===== config.mk =====
export PLATFORM = sky130hd
export DESIGN_NAME = cd_tx_sched
export DESIGN_NICKNAME = d
export VERILOG_FILES = /design/src/rtl/cd_tx_sched.sv
export SDC_FILE = /design/constraint.sdc
export NUM_CORES = 1
export LEC_CHECK = 0
export ABC_AREA = 1
export BUFFER_PORTS_ARGS = -buffer_cell sky130_fd_sc_hd__buf_4
export CAP_MARGIN = 20
export CELL_PAD_IN_SITES_DETAIL_PLACEMENT = 1
export CELL_PAD_IN_SITES_GLOBAL_PLACEMENT = 1
export CORE_ASPECT_RATIO = 0.75
export CORE_MARGIN = 5
export CORE_UTILIZATION = 35
export DETAILED_ROUTE_END_ITERATION = 6
export PLACE_DENSITY_LB_ADDON = 0.1
export SYNTH_ARGS = -nofsm -noshare
export SYNTH_HDL_FRONTEND = slang
export SYNTH_SLANG_ARGS = --single-unit

===== constraint.sdc =====
create_clock -name clk -period 4.19 [get_ports clk]
set_input_delay 0.6285 -clock clk [delete_from_list [all_inputs] [get_ports clk]]
set_output_delay 0.6285 -clock clk [all_outputs]
set_load 0.02 [all_outputs]

===== src/rtl/cd_tx_sched.sv =====
// cd_tx_sched: shares one CDBUS TX path between two byte-stream requesters.
// A round-robin grant picks one requester. Its frame is streamed into the
// cdbus TX RAM through tx_mm, then TX is started through csr. The flag
// register is then polled until the frame is reported sent or failed.
//
// Optional feature macro: CD_TX_SCHED_TIMEOUT_EN. It adds a poll watchdog
// with an abort command write.
//
// Ports
//   clk, reset_n            clock, async active-low reset
//   rN_valid/data/last      requester byte stream (N = 0,1)
//   rN_ready                byte accepted when valid && ready
//   rN_done / rN_err        one-cycle result pulses for the granted requester
//   tx_mm_*                 TX RAM write master (registered, one cycle after handshake)
//   csr_*                   CSR master; csr_readdata is valid the cycle after csr_read
module cd_tx_sched #(
  parameter logic [3:0]  ADDR_CMD   = 4'd9,
  parameter logic [31:0] START_MASK = 32'h0000_0002,
  parameter logic [3:0]  ADDR_FLAG  = 4'd10,
  parameter logic [31:0] DONE_MASK  = 32'h0000_0020,
  parameter logic [31:0] ERR_MASK   = 32'h0000_0080,
  parameter int          POLL_GAP   = 16
`ifdef CD_TX_SCHED_TIMEOUT_EN
  , parameter logic [19:0] TIMEOUT  = 20'hFFFFF
`endif
) (
  input  logic        clk,
  input  logic        reset_n,
  input  logic        r0_valid,
  input  logic [7:0]  r0_data,
  input  logic        r0_last,
  output logic        r0_ready,
  output logic        r0_done,
  output logic        r0_err,
  input  logic        r1_valid,
  input  logic [7:0]  r1_data,
  input  logic        r1_last,
  output logic        r1_ready,
  output logic        r1_done,
  output logic        r1_err,
  output logic [5:0]  tx_mm_address,
  output logic [3:0]  tx_mm_byteenable,
  output logic        tx_mm_write,
  output logic [31:0] tx_mm_writedata,
  output logic [3:0]  csr_address,
  output logic [3:0]  csr_byteenable,
  output logic        csr_read,
  output logic        csr_write,
  output logic [31:0] csr_writedata,
  input  logic [31:0] csr_readdata
);

  typedef enum logic [3:0] {
    S_IDLE, S_LOAD, S_START, S_GAP, S_POLL, S_CHECK, S_DONE, S_ERR, S_ABORT
  } state_t;

  localparam logic [7:0] GAP_LAST = 8'(POLL_GAP - 1);

  state_t      state, state_nx;
  logic        grant, last_grant;
  logic [1:0]  vld, rdy, done_q, err_q;
  logic [7:0]  cnt, gap_cnt, dat_sel;
  logic        last_sel, hs;
  logic        full;       // counter has wrapped: 256 bytes already written
  logic        ovf;        // a byte was discarded in this frame
  logic        flush;      // last byte taken; wait one cycle for its RAM write
  logic        flush_err;  // frame overflowed, skip START
  logic        timed_out;
  logic        rd_err, rd_done;
  logic        unused_rd;

  assign vld      = {r1_valid, r0_valid};
  assign rdy      = (state == S_LOAD && !flush) ? (grant ? 2'b10 : 2'b01) : 2'b00;
  assign hs       = |(rdy & vld);
  assign dat_sel  = grant ? r1_data : r0_data;
  assign last_sel = grant ? r1_last : r0_last;
  assign rd_err   = |(csr_readdata & ERR_MASK);
  assign rd_done  = |(csr_readdata & DONE_MASK);
  assign unused_rd = ^csr_readdata;

  assign {r1_ready, r0_ready} = rdy;
  assign {r1_done, r0_done}   = done_q;
  assign {r1_err, r0_err}     = err_q;

`ifdef CD_TX_SCHED_TIMEOUT_EN
  logic [19:0] wdog;
  assign timed_out = (wdog >= TIMEOUT);

  always_ff @(posedge clk or negedge reset_n) begin
    if (!reset_n) wdog <= '0;
    else if (state == S_START) wdog <= '0;
    else if ((state == S_GAP || state == S_POLL || state == S_CHECK) && wdog != '1)
      wdog <= wdog + 20'd1;
  end
`else
  assign timed_out = 1'b0;
`endif

  always_ff @(posedge clk or negedge reset_n) begin
    if (!reset_n) state <= S_IDLE;
    else          state <= state_nx;
  end

  always_comb begin
    state_nx       = state;
    csr_address    = '0;
    csr_byteenable = '0;
    csr_read       = 1'b0;
    csr_write      = 1'b0;
    csr_writedata  = '0;
    case (state)
      S_IDLE:  if (|vld) state_nx = S_LOAD;
      S_LOAD:  if (flush) state_nx = flush_err ? S_ERR : S_START;
      S_START: begin
        csr_address    = ADDR_CMD;
        csr_byteenable = 4'hF;
        csr_write      = 1'b1;
        csr_writedata  = START_MASK;
        state_nx       = S_GAP;
      end
      S_GAP: begin
        if (timed_out)              state_nx = S_ABORT;
        else if (gap_cnt == GAP_LAST) state_nx = S_POLL;
      end
      S_POLL: begin
        csr_address    = ADDR_FLAG;
        csr_byteenable = 4'hF;
        csr_read       = 1'b1;
        state_nx       = timed_out ? S_ABORT : S_CHECK;
      end
      // An observed result beats the watchdog; error beats done.
      S_CHECK: begin
        if (rd_err)         state_nx = S_ERR;
        else if (rd_done)   state_nx = S_DONE;
        else if (timed_out) state_nx = S_ABORT;
        else                state_nx = S_GAP;
      end
      S_DONE:  state_nx = S_IDLE;
      S_ERR:   state_nx = S_IDLE;
      S_ABORT: begin
        csr_address    = ADDR_CMD;
        csr_byteenable = 4'hF;
        csr_write      = 1'b1;
        state_nx       = S_ERR;
      end
      default: state_nx = S_IDLE;
    endcase
  end

  always_ff @(posedge clk or negedge reset_n) begin
    if (!reset_n) begin
      grant            <= 1'b0;
      last_grant       <= 1'b1;
      cnt              <= '0;
      full             <= 1'b0;
      ovf              <= 1'b0;
      flush            <= 1'b0;
      flush_err        <= 1'b0;
      gap_cnt          <= '0;
      done_q           <= '0;
      err_q            <= '0;
      tx_mm_address    <= '0;
      tx_mm_byteenable <= '0;
      tx_mm_write      <= 1'b0;
      tx_mm_writedata  <= '0;
    end else begin
      tx_mm_write <= 1'b0;
      done_q      <= '0;
      err_q       <= '0;
      gap_cnt     <= (state == S_GAP) ? gap_cnt + 8'd1 : 8'd0;
      case (state)
        S_IDLE: begin
          cnt       <= '0;
          full      <= 1'b0;
          ovf       <= 1'b0;
          flush     <= 1'b0;
          flush_err <= 1'b0;
          // Tie goes to whoever was not served last; otherwise the lone requester.
          if (|vld) grant <= (&vld) ? ~last_grant : vld[1];
        end
        S_LOAD: if (hs) begin
          if (!full) begin
            tx_mm_write      <= 1'b1;
            tx_mm_address    <= cnt[7:2];
            tx_mm_byteenable <= 4'b0001 << cnt[1:0];
            tx_mm_writedata  <= {4{dat_sel}};
          end
          cnt <= cnt + 8'd1;
          if (cnt == 8'hFF) full <= 1'b1;
          ovf <= ovf | full;
          if (last_sel) begin
            flush     <= 1'b1;
            flush_err <= ovf | full;
          end
        end
        S_DONE: begin
          done_q     <= grant ? 2'b10 : 2'b01;
          last_grant <= grant;
        end
        S_ERR: begin
          err_q      <= grant ? 2'b10 : 2'b01;
          last_grant <= grant;
        end
        default: ;
      endcase
    end
  end

endmodule


==> summary by stage <==
Run status
The run finished with clean final reports.

Clocking
The number of clock buffers added by TritonCTS is 5. The number of gates resized after CTS is 0. The tree is rooted in a sky130_fd_sc_hd__clkbuf_8. The longest clock path from root to sink contains 2 buffers. The H-tree was split into 2 levels. The CTS tree is built.

Counting every sink on the clock net gives 48. The number of setup buffers added after CTS is 0. For the worst-skew pair, the clock arrives at the later sink with an insertion delay of 300 ps. Clock-pin slew was measured on the worst setup and hold paths at 100 ps. Hold repair after CTS inserted 0 buffers.

Synth
The largest area contributor in the synthesized netlist is sky130_fd_sc_hd__dfrtp_1. The dominant register cell in the synthesized netlist is sky130_fd_sc_hd__dfrtp_1. The cell area that synthesis handed to floorplanning was 0.00286 sq mm.

Dividing the synthesized area by the synthesized cell count gives 8.65 sq um. The synthesized design contains 48 register bits. The number of flops mapped to enable cells by yosys is 0. Ranked by total cell area, the synthesized netlist is headed by sky130_fd_sc_hd__dfrtp_1 (41%), sky130_fd_sc_hd__buf_4 (16%), sky130_fd_sc_hd__nand2_1 (8.5%). The fraction of registers with async set or reset after synthesis is 100%. Synthesis produced a netlist whose cell count is ~330. The warning count from the yosys run is 0. The unique cell type count in the Yosys netlist is 32. Sequential cells were found to cover 42.0% of the synthesized design area.

The fraction of synthesized cell area taken by the top area cell type is roughly two fifths.

Critical path
At the worst endpoint, the required time is 3560 ps. The number of cells traversed by the worst register-to-register path is 6. The startpoint class of the critical path is a flip-flop. The startpoint of the worst register-to-register path is grant$_DFFE_PN0P_. Setup slack on the worst reg-to-reg path comes out at 2120 ps. The end of the worst register-to-register path is ovf$_DFFE_PN0P_. STA classifies the critical path endpoint as an output port. The most critical setup path has its startpoint at state[0]$_DFFE_PN0P_. The kind of critical path is reg2out.

STA puts the critical path data arrival time at 1740 ps. The maximum fanout along the worst path is 8.

Detailed routing
The number of nets with antenna violations after routing is 0. The final layout contains routed wiring with a total length of 6820 um. The first-iteration detailed-routing DRC count is 76.

The remaining design rule violation count is 0. After detailed routing, the number of vias per cell comes to 4.51. The total number of vias is 2,201.

The average detailed-routed wire length per instance is roughly 14 um. For this run, the detailed router's first-pass iteration total came to 4.

Global routing
The number of antenna violations at the first check in global routing is 0. The overall routing resource usage is 13.6%. The number of global-route vias before repair was 2,346. The first global-routing pass estimated 11,100 um of wire.

Summed over all layers, the global routing overflow is 0. Entering global routing, the biggest net connects 49 pins.

Final layout
The growth of design area from synthesis to finish is 17.1%. Fill cells in the final layout number slightly below 1k. The fraction of final layout cells with drive strength greater than 1 is about 31%. The net total in the final layout is 441. The number of antenna cells inserted is 0.

The top cell types in the final layout, fill and taps aside, are sky130_fd_sc_hd__buf_4 (82), sky130_fd_sc_hd__nand2_1 (65), sky130_fd_sc_hd__dfrtp_1 (47), sky130_fd_sc_hd__conb_1 (32), sky130_fd_sc_hd__inv_1 (27). The final core area utilization is 42.4%. The most common cell after layout, fill and taps aside is sky130_fd_sc_hd__buf_4.

Floorplanning
The area of the core is around 0.0079 sq mm. The die is around 110 um wide. The initial core utilization is 36.2%.

In this run the core area contains 28 standard-cell rows. The area of the die is 0.0101 sq mm. The y dimension of the die is 88.3 um.

During I/O placement, the number of pins put on the boundary was 145.

Pwr
VDD sags by at most 269 uV. Summed over all cells, the static leakage comes to 1.75 nW. The total chip power is 2.34 mW.

Power spread over the standard cell area amounts to 699 mW/mm^2.

Timing
The final setup violation count is 0. The minimum period implied by the final worst setup slack is around 2400 ps. Setup repair after global routing left no endpoint under its margin.

The actual transition at the worst max-transition pin is roughly 710 ps. The final critical path takes up 56.6% of the cycle. The max-slew violation total from the final report is 0.

The worst max-slew margin expressed relative to the limit is 52.4%. The post-route clock skew is 8.25 ps. Timing would allow up to 422 MHz. The number of hold violations in the final report came to 0. After routing, the total negative slack on setup checks comes to 0 ps.

Place
The global placement routability congestion is 0.769. The count of buffers inserted at the top-level ports is just over 80. After legalization and detailed placement, the total HPWL measured roughly 5200 um.

Flow run
The reported max-cap violation count is 0.

Hold path
The path type of the worst min-delay path is in2async.
metrics by stage:
step	hold slack (ps)	instances	setup WS, ps	area [sq um]
after detailed placement	468	480	2100	3200
final	339	488	1820	3350
after global placement	456	480	2110	3200
after global routing	387	488	1720	3350
after CTS	357	488	1810	3350
after floorplan	333	362	1950	2980
worst max-delay path, stage by stage, from the launching register on:
cell,delay [ps]
sky130_fd_sc_hd__dfrtp_1,570
sky130_fd_sc_hd__inv_2,110
sky130_fd_sc_hd__nand2_1,150
sky130_fd_sc_hd__nor2_1,90
sky130_fd_sc_hd__or2_2,340
sky130_fd_sc_hd__buf_4,170
registers in the layout, summed over array words and instances, names as in the netlist:
name / cells
flush_err: 1
tx_mm_byteenable: 4
tx_mm_address: 6
grant: 1
flush: 1
tx_mm_write: 1
gap_cnt: 8
last_grant: 1
ovf: 1
cnt: 8
tx_mm_writedata: 8
state: 3
err_q: 2
full: 1
done_q: 2
cells in the mapped netlist, types with 2 or more instances:
| master | number |
|---|---|
| sky130_fd_sc_hd__nand2_1 | 65 |
| sky130_fd_sc_hd__buf_4 | 62 |
| sky130_fd_sc_hd__dfrtp_1 | 47 |
| sky130_fd_sc_hd__inv_1 | 27 |
| sky130_fd_sc_hd__nor2_1 | 24 |
| sky130_fd_sc_hd__nand3_1 | 16 |
| sky130_fd_sc_hd__o21ai_2 | 14 |
| sky130_fd_sc_hd__o21ai_0 | 12 |
| sky130_fd_sc_hd__a21oi_1 | 10 |
| sky130_fd_sc_hd__mux2i_1 | 8 |
| sky130_fd_sc_hd__nor3_1 | 6 |
| sky130_fd_sc_hd__buf_6 | 5 |
| sky130_fd_sc_hd__ha_1 | 5 |
| sky130_fd_sc_hd__inv_2 | 4 |
| sky130_fd_sc_hd__nand3_2 | 3 |
| sky130_fd_sc_hd__buf_2 | 2 |
| sky130_fd_sc_hd__nand2_4 | 2 |
| sky130_fd_sc_hd__o211ai_1 | 2 |
| sky130_fd_sc_hd__o31ai_1 | 2 |
| sky130_fd_sc_hd__or2_2 | 2 |
| sky130_fd_sc_hd__xor2_1 | 2 |
worst max-delay path by stage:
stage / end / slack [ps]
3_3_place_gp: tx_mm_byteenable[2]$_DFFE_PN0P_ / 2110
3_5_place_dp: tx_mm_byteenable[2]$_DFFE_PN0P_ / 2100
6_report: csr_byteenable[1] / 1820
5_1_grt: csr_byteenable[2] / 1720
4_1_cts: r1_ready / 1810
2_1_floorplan: csr_byteenable[0] / 1950
cells by family (layout without fill, tap and decap cells):
| group | Yosys count | in the layout | synth area share [%] |
|---|---|---|---|
| AND/OR/NAND/NOR | 125 | 125 | 20.1 |
| AO/OA/AOI/OAI | 42 | 42 | 9.61 |
| XOR/XNOR | 2 | 2 | 0.612 |
| other | 1 | 32 | 0.131 |
| flip-flops | 48 | 48 | 42.0 |
| multiplexers | 8 | 8 | 2.80 |
| buffers and inverters | 100 | 121 | 22.6 |
| adder cells (fa/ha/maj) | 5 | 5 | 2.18 |
layer usage:
metal / GRT usage [%] / share of wire [%] / up-vias
li1: - / - / 1060
met1: 17.7 / 45 / 1071
met2: 23.5 / 47 / 65
met3: 2.67 / 6.7 / 5
met4: 3.56 / 0.84 / 0
met5: 0 / 0 / -
power breakdown:
part,switching (mW),total (mW),internal [mW]
sequential,0.135,0.706,0.571
combinational,0.743,1.18,0.437
clock,0.160,0.458,0.298
total,1.04,2.34,1.31
final cells by class:
cell class	count	area [sq um]	share of cell area, %
Inverter	31	116	3.47
Clock inverter	3	90.1	2.69
Timing Repair Buffer	82	616	18.4
Clock buffer	5	68.8	2.05
Multi-Input combinational cell	214	1130	33.7
Sequential cell	48	1200	35.8
Tap cell	105	131	3.92
Power figures use the tool's default switching activity.
